==> config.mk <==
export PLATFORM = sky130hd
export DESIGN_NAME = pipeline_ctrl
export DESIGN_NICKNAME = d
export VERILOG_FILES = /design/src/rtl/pipeline_ctrl_pkg.sv /design/src/rtl/pipeline_ctrl_div_timer.sv /design/src/rtl/pipeline_ctrl.sv
export SDC_FILE = /design/constraint.sdc
export NUM_CORES = 1
export LEC_CHECK = 0
export BUFFER_PORTS_ARGS = -buffer_cell sky130_fd_sc_hd__buf_2
export CORE_AREA = 4 4 41 43
export DETAILED_ROUTE_END_ITERATION = 10
export DIE_AREA = 0 0 45 47
export PLACE_DENSITY_LB_ADDON = 0.05
export RECOVER_POWER = 50
export SYNTH_ARGS = -nofsm -noshare
export SYNTH_HDL_FRONTEND = slang
export SYNTH_SLANG_ARGS = --single-unit
==> constraint.sdc <==
create_clock -name vclk -period 1.9
set_clock_uncertainty 0.1 [all_clocks]
set_input_delay 0.38 -clock vclk [all_inputs]
set_output_delay 0.38 -clock vclk [all_outputs]
set_load 0.01 [all_outputs]
==> src/rtl/pipeline_ctrl_pkg.sv <==
// Shared types and constants for the pipeline hazard controller.
// Divider support is compiled in only when PIPE_CTRL_DIV_EN is defined.
package pipeline_ctrl_pkg;

  localparam int DIV_CYCLES_DEFAULT = 33;

  typedef enum logic [1:0] {
    RUN      = 2'd0,
    DIV_WAIT = 2'd1,
    DIV_DONE = 2'd2
  } div_state_e;

  // One bit per pipeline-register control, in output-port order.
  typedef struct packed {
    logic pc_stall;
    logic if_id_stall;
    logic if_id_flush;
    logic id_exe_stall;
    logic id_exe_flush;
    logic exe_mem_stall;
    logic exe_mem_flush;
    logic mem_wb_flush;
  } ctrl_t;

  localparam ctrl_t CTRL_NONE = '0;

  localparam ctrl_t CTRL_FLUSH_ALL = '{
    pc_stall: 1'b0, if_id_stall: 1'b0, if_id_flush: 1'b1,
    id_exe_stall: 1'b0, id_exe_flush: 1'b1,
    exe_mem_stall: 1'b0, exe_mem_flush: 1'b1, mem_wb_flush: 1'b1
  };

  localparam ctrl_t CTRL_DMEM = '{
    pc_stall: 1'b1, if_id_stall: 1'b1, if_id_flush: 1'b0,
    id_exe_stall: 1'b1, id_exe_flush: 1'b0,
    exe_mem_stall: 1'b1, exe_mem_flush: 1'b0, mem_wb_flush: 1'b1
  };

  localparam ctrl_t CTRL_DIV = '{
    pc_stall: 1'b1, if_id_stall: 1'b1, if_id_flush: 1'b0,
    id_exe_stall: 1'b1, id_exe_flush: 1'b0,
    exe_mem_stall: 1'b0, exe_mem_flush: 1'b1, mem_wb_flush: 1'b0
  };

  localparam ctrl_t CTRL_LOAD_USE = '{
    pc_stall: 1'b1, if_id_stall: 1'b1, if_id_flush: 1'b0,
    id_exe_stall: 1'b0, id_exe_flush: 1'b1,
    exe_mem_stall: 1'b0, exe_mem_flush: 1'b0, mem_wb_flush: 1'b0
  };

  localparam ctrl_t CTRL_IMEM = '{
    pc_stall: 1'b1, if_id_stall: 1'b0, if_id_flush: 1'b1,
    id_exe_stall: 1'b0, id_exe_flush: 1'b0,
    exe_mem_stall: 1'b0, exe_mem_flush: 1'b0, mem_wb_flush: 1'b0
  };

  // Counter width for a given busy length; never narrower than one bit.
  function automatic int cnt_width(input int cycles);
    return (cycles > 1) ? $clog2(cycles) : 1;
  endfunction

endpackage

==> src/rtl/pipeline_ctrl_div_timer.sv <==
// Divider sequencing FSM and busy down-counter (module div_timer).
// Instantiated by pipeline_ctrl only when PIPE_CTRL_DIV_EN is defined.
module div_timer
  import pipeline_ctrl_pkg::*;
#(
  parameter int DIV_CYCLES = DIV_CYCLES_DEFAULT
) (
  input  logic clk,
  input  logic rst,
  input  logic exe_is_div,
  input  logic exc_valid,
  input  logic dmem_stall,
  output logic div_start,
  output logic div_busy
);

  localparam int CW = cnt_width(DIV_CYCLES);
  localparam logic [CW-1:0] CNT_LOAD = CW'(DIV_CYCLES - 1);

  div_state_e state, state_next;
  logic [CW-1:0] count, count_next;

  always_ff @(posedge clk) begin
    if (rst) begin
      state <= RUN;
      count <= '0;
    end else begin
      state <= state_next;
      count <= count_next;
    end
  end

  always_comb begin
    state_next = state;
    count_next = count;
    div_start  = 1'b0;
    div_busy   = 1'b0;

    case (state)
      RUN: begin
        div_busy = exe_is_div;
        if (exe_is_div && !exc_valid) begin
          div_start  = 1'b1;
          count_next = CNT_LOAD;
          state_next = DIV_WAIT;
        end
      end
      // The count keeps running under a data-memory stall.
      DIV_WAIT: begin
        div_busy = 1'b1;
        if (count == '0) begin
          state_next = DIV_DONE;
        end else begin
          count_next = count - CW'(1);
        end
      end
      DIV_DONE: begin
        if (!dmem_stall) begin
          state_next = RUN;
        end
      end
      default: begin
        state_next = RUN;
        count_next = '0;
      end
    endcase

    // A committed exception aborts any divide in progress.
    if (exc_valid) begin
      state_next = RUN;
      count_next = '0;
    end

    if (rst) begin
      div_start = 1'b0;
      div_busy  = 1'b0;
    end
  end

endmodule

==> src/rtl/pipeline_ctrl.sv <==
// Pipeline stall/flush controller with fixed-priority hazard resolution.
// Define PIPE_CTRL_DIV_EN to include the multi-cycle divider interlock.
module pipeline_ctrl
  import pipeline_ctrl_pkg::*;
#(
  parameter int DIV_CYCLES = DIV_CYCLES_DEFAULT
) (
  input  logic       clk,
  input  logic       rst,
  input  logic       exe_is_div,
  input  logic       exe_load_wreg,
  input  logic [4:0] exe_rd,
  input  logic [4:0] id_rs,
  input  logic [4:0] id_rt,
  input  logic       id_use_rs,
  input  logic       id_use_rt,
  input  logic       imem_stall,
  input  logic       dmem_stall,
  input  logic       exc_valid,
  output logic       PC_Stall,
  output logic       IF_ID_Stall,
  output logic       IF_ID_Flush,
  output logic       ID_EXE_Stall,
  output logic       ID_EXE_Flush,
  output logic       EXE_MEM_Stall,
  output logic       EXE_MEM_Flush,
  output logic       MEM_WB_Flush,
  output logic       div_start,
  output logic       div_busy
);

  logic  load_use;
  ctrl_t ctrl;

`ifdef PIPE_CTRL_DIV_EN
  div_timer #(
    .DIV_CYCLES(DIV_CYCLES)
  ) u_div_timer (
    .clk       (clk),
    .rst       (rst),
    .exe_is_div(exe_is_div),
    .exc_valid (exc_valid),
    .dmem_stall(dmem_stall),
    .div_start (div_start),
    .div_busy  (div_busy)
  );
`else
  logic unused_div_inputs;

  assign unused_div_inputs = exe_is_div ^ (DIV_CYCLES < 1);
  assign div_start         = 1'b0;
  assign div_busy          = 1'b0;
`endif

  // Register 0 is hard-wired, so a load targeting it never creates a hazard.
  assign load_use = exe_load_wreg && (exe_rd != 5'd0) &&
                    ((id_use_rs && (id_rs == exe_rd)) ||
                     (id_use_rt && (id_rt == exe_rd)));

  // Reset drives the same response as an exception: flush everything.
  always_comb begin
    ctrl = CTRL_NONE;
    if (rst || exc_valid) begin
      ctrl = CTRL_FLUSH_ALL;
    end else if (dmem_stall) begin
      ctrl = CTRL_DMEM;
    end else if (div_busy) begin
      ctrl = CTRL_DIV;
    end else if (load_use) begin
      ctrl = CTRL_LOAD_USE;
    end else if (imem_stall) begin
      ctrl = CTRL_IMEM;
    end
  end

  assign PC_Stall      = ctrl.pc_stall;
  assign IF_ID_Stall   = ctrl.if_id_stall;
  assign IF_ID_Flush   = ctrl.if_id_flush;
  assign ID_EXE_Stall  = ctrl.id_exe_stall;
  assign ID_EXE_Flush  = ctrl.id_exe_flush;
  assign EXE_MEM_Stall = ctrl.exe_mem_stall;
  assign EXE_MEM_Flush = ctrl.exe_mem_flush;
  assign MEM_WB_Flush  = ctrl.mem_wb_flush;

endmodule

* Word level (Yosys, flattened, before mapping) *
Cells that the tools add are included.
Widths: inputs -> output; s select.

word-level totals
  register bits after elaboration = 0
  input port bits = 24
  output and inout port bits = 10
  logic and storage cells = 13

operators by class
  equality and inequality tests = 2
  multiplexer cells = 4
  reductions and logical operators = 7

operator list
  cell               number
  $mux 8             4
  $eq 5x5->1         2
  $reduce_bool 5->1  1
  $logic_and 1x1->1  4
  $logic_or 1x1->1   2

* Depth between registers and ports, before layout *
  depth in word-level cells = 7
  gate-level depth with buffers = 4
  gate-level depth less buffers = 4

* Worst setup path after synthesis *
OpenSTA, ideal clock, no wires.

  kind = input -> output
  start point = in exe_rd[3]
  end point = out ID_EXE_Flush
  arrival time = 1.332 ns
  required time = 1.420 ns
  slack = 0.088 ns
  stages = 4
  buffers on the path = 0
  path through = xor2_1 nor4_1 a32oi_1 o31ai_1

on the way
  word-level cells in the longest chain between the ends = 7
  elaborated cells between the ends (all ways) = 11
  those cells by class = eq/ne: 2; mux: 3; reduce/logical: 6

ends and longest elaborated chain
  element                               RTL line                                  source
  from (decl)                           pipeline_ctrl.sv:12                       input logic [4:0] exe_rd,
  $eq 5x5->1 (on tied branches)         pipeline_ctrl.sv:57, pipeline_ctrl.sv:58
  $logic_and 1x1->1 (on tied branches)  pipeline_ctrl.sv:57, pipeline_ctrl.sv:58
  $logic_or 1x1->1                      pipeline_ctrl.sv:57                       ((id_use_rs && (id_rs == exe_rd)) ||
  $logic_and 1x1->1 (*)                 pipeline_ctrl.sv:56                       assign load_use = exe_load_wreg && (exe_rd != 5'd0) &&
  $mux 8 (*)                            pipeline_ctrl.sv:69                       end else if (load_use) begin
  $mux 8 (*)                            pipeline_ctrl.sv:65                       end else if (dmem_stall) begin
  $mux 8 (*)                            pipeline_ctrl.sv:63                       if (rst || exc_valid) begin
  to (decl)                             pipeline_ctrl.sv:24                       output logic ID_EXE_Flush,

Mark *: on every way between the ends. The rest lies on a longest branch, timed or not.

* Worst setup path after layout *
  start point = in exe_rd[1]
  end point = out IF_ID_Flush

on the way
  word-level cells in the longest chain between the ends = 7
  elaborated cells between the ends (all ways) = 11
  those cells by class = eq/ne: 2; mux: 3; reduce/logical: 6

ends and longest elaborated chain
  element                               RTL line                                  source
  $eq 5x5->1 (on tied branches)         pipeline_ctrl.sv:57, pipeline_ctrl.sv:58
  $logic_and 1x1->1 (on tied branches)  pipeline_ctrl.sv:57, pipeline_ctrl.sv:58
  $logic_or 1x1->1                      pipeline_ctrl.sv:57
  $logic_and 1x1->1 (*)                 pipeline_ctrl.sv:56
  $mux 8 (*)                            pipeline_ctrl.sv:69
  $mux 8 (*)                            pipeline_ctrl.sv:65
  $mux 8 (*)                            pipeline_ctrl.sv:63
  to (decl)                             pipeline_ctrl.sv:22                       output logic IF_ID_Flush,

Marked as above.

==> metrics.csv <==
metric;value;unit
initial core utilization;17.12;%
Finish-stage setup viols;4;
violated checks;setup timing;
post-route ant nets;0;
outcome;finished, violations left;
hold buffer count at CTS;0;
nets@finish;90;
fin crit period;1.993;ns
Worst Setup Slack, final;-0.09281;ns
Die W;45;µm
Crit. End Element;output pin;
f_max;0.5018;GHz
synth unique cells;17;
Final Util;35.29;%
total die area;2115;µm²
CP top delay family;simple AND/OR/NAND/NOR gates;
Worst Path Arrival;1.51;ns
Overflow after GRT;0;
PD cells;204.4;nW/µm²
seq_cells;0;
aggregate routed wire length;793;µm
max incr delay on CP;0.53;ns
IO Port Bufs;30;
Seq/Total Area, Yosys;0;%
vias in the first global route;284;
initial antenna violation count;0;
Setup CP Type;input pin to output pin;
Mean Syn Cell Area;6.960;µm²
yosys synthesis warning count;0;
Die Span Y;47;µm
filler cell count in the final layout;151;
final-layout clock buffer total;0;
slowest cell on the critical path;or4_4;
Lkg Pwr;0.2312;nW
global-route wire length before repair;1.145;mm
most frequent cells in the layout;24 x buf_2, 8 x xor2_1, 4 x buf_4;
First-pass DRT Iterations;1;
Routability Congestion;0.7194;
num rows;13;
DRC Markers;0;
worst path cell trace;buf_8 -> or4_4 -> o21ai_2 -> or2_4 -> o21a_1 -> buf_2;
met1 usage;8.090;%
GR Layer Usage met3;0.7663;%
Hold Violations, Final;0;
critical path required time;1.42;ns
register area;0;µm²
RSZ-0062 raised after global routing;true;
element type at the critical path start;input pin;
maximum vdd drop;0.00006158;V
WL/cell;10.04;µm
area occupied by multi-input gates;226.5;µm²
Post-Synthesis Cells;32;
DR vias;324;
class of the worst hold path;input pin to output pin;
commonest non-fill, non-tap cell in the layout;buf_2;
Setup TNS Final;-0.3286;ns
dpl hpwl;704.8;µm
area grow syn2layout;106.2;%
post-DR vias/cell;4.101;
overall global routing resource usage;6.924;%
Diodes inserted;0;
Cell Area, Synth;222.7;µm²
Final Cycle Share;104.9;%
Slew Limit Fails;0;
io pins;34;
1st-iter DRT viols;0;
share of layout cells above drive strength 1;60.94;%
crit path max fanout;3;
Critical path buffers and inverters;2;
Std-Cell Core Area;1301;µm²
M2 GR Usage;14.12;%
gr busiest metal;met2;
largest net degree at the start of global routing;5;
max-cap violation count;0;
## cell usage after synthesis, types with 2 or more instances
library cell	count	area, µm²
buf_4	3	22.52
inv_1	2	7.510
nor4_1	2	12.51
o21a_1	2	15.01
o21ai_0	3	15.01
xnor2_1	2	17.52
xor2_1	8	70.07
## power by group
part,internal [mW],switching (mW)
Sequential,0,0
Combinational,0.0515,0.0424
Clock,0,0
Total,0.0515,0.0424
## tightest hold or removal path: stages
cell and delay (ns):
buf_2 0.11, o31ai_1 0.07, buf_2 0.13
## cell families after synthesis
group                     share of synthesized area, %
buffers and inverters                            13.48
xor gates and xnor gates                         39.33
other                                            1.684
AOI/OAI and AO/OA                                24.72
and+or+nand+nor                                  20.79
## metrics by stage
step | hold slack [ns] | std cells | cell area (µm²) | setup WS (ns) | power (mW)
detailed placement | 0.9454 | 79 | 402.9 | -0.1946 | 0.08124
global route | 0.9883 | 79 | 459.2 | -0.1916 | 0.1046
floorplan | 0.7526 | 33 | 226.5 | 0.08757 | 0.03805
finish | 0.9686 | 79 | 459.2 | -0.09281 | 0.09388
CTS | 0.9459 | 79 | 455.4 | -0.1121 | 0.09344
global placement | 0.9463 | 79 | 402.9 | -0.2378 | 0.08197
## cell type report
class | instances | share of cell area, %
repair buffers | 34 | 44.96
inverters | 2 | 1.635
multi-input cells | 28 | 49.32
well taps | 15 | 4.087
## layer usage
| layer | vias up | wire length [µm] |
|---|---|---|
| li1 | 172 | - |
| met1 | 132 | 265 |
| met2 | 20 | 414 |
| met3 | 0 | 113 |
| met4 | 0 | 0 |
| met5 | - | 0 |
## worst paths after layout
| check | startpoint | end | cells past startpoint |
|---|---|---|---|
| setup / recovery | exe_rd[1] | IF_ID_Flush | 6 |
| hold / removal | dmem_stall | ID_EXE_Flush | 3 |
## what timing repair did
action,4_1_cts,5_1_grt
pin swaps,5,1
setup endpoints to repair,4,4
gates cloned,0,0
resized for setup,13,1
buffers inserted,0,0
No activity file was read; power rests on OpenSTA's default activity.
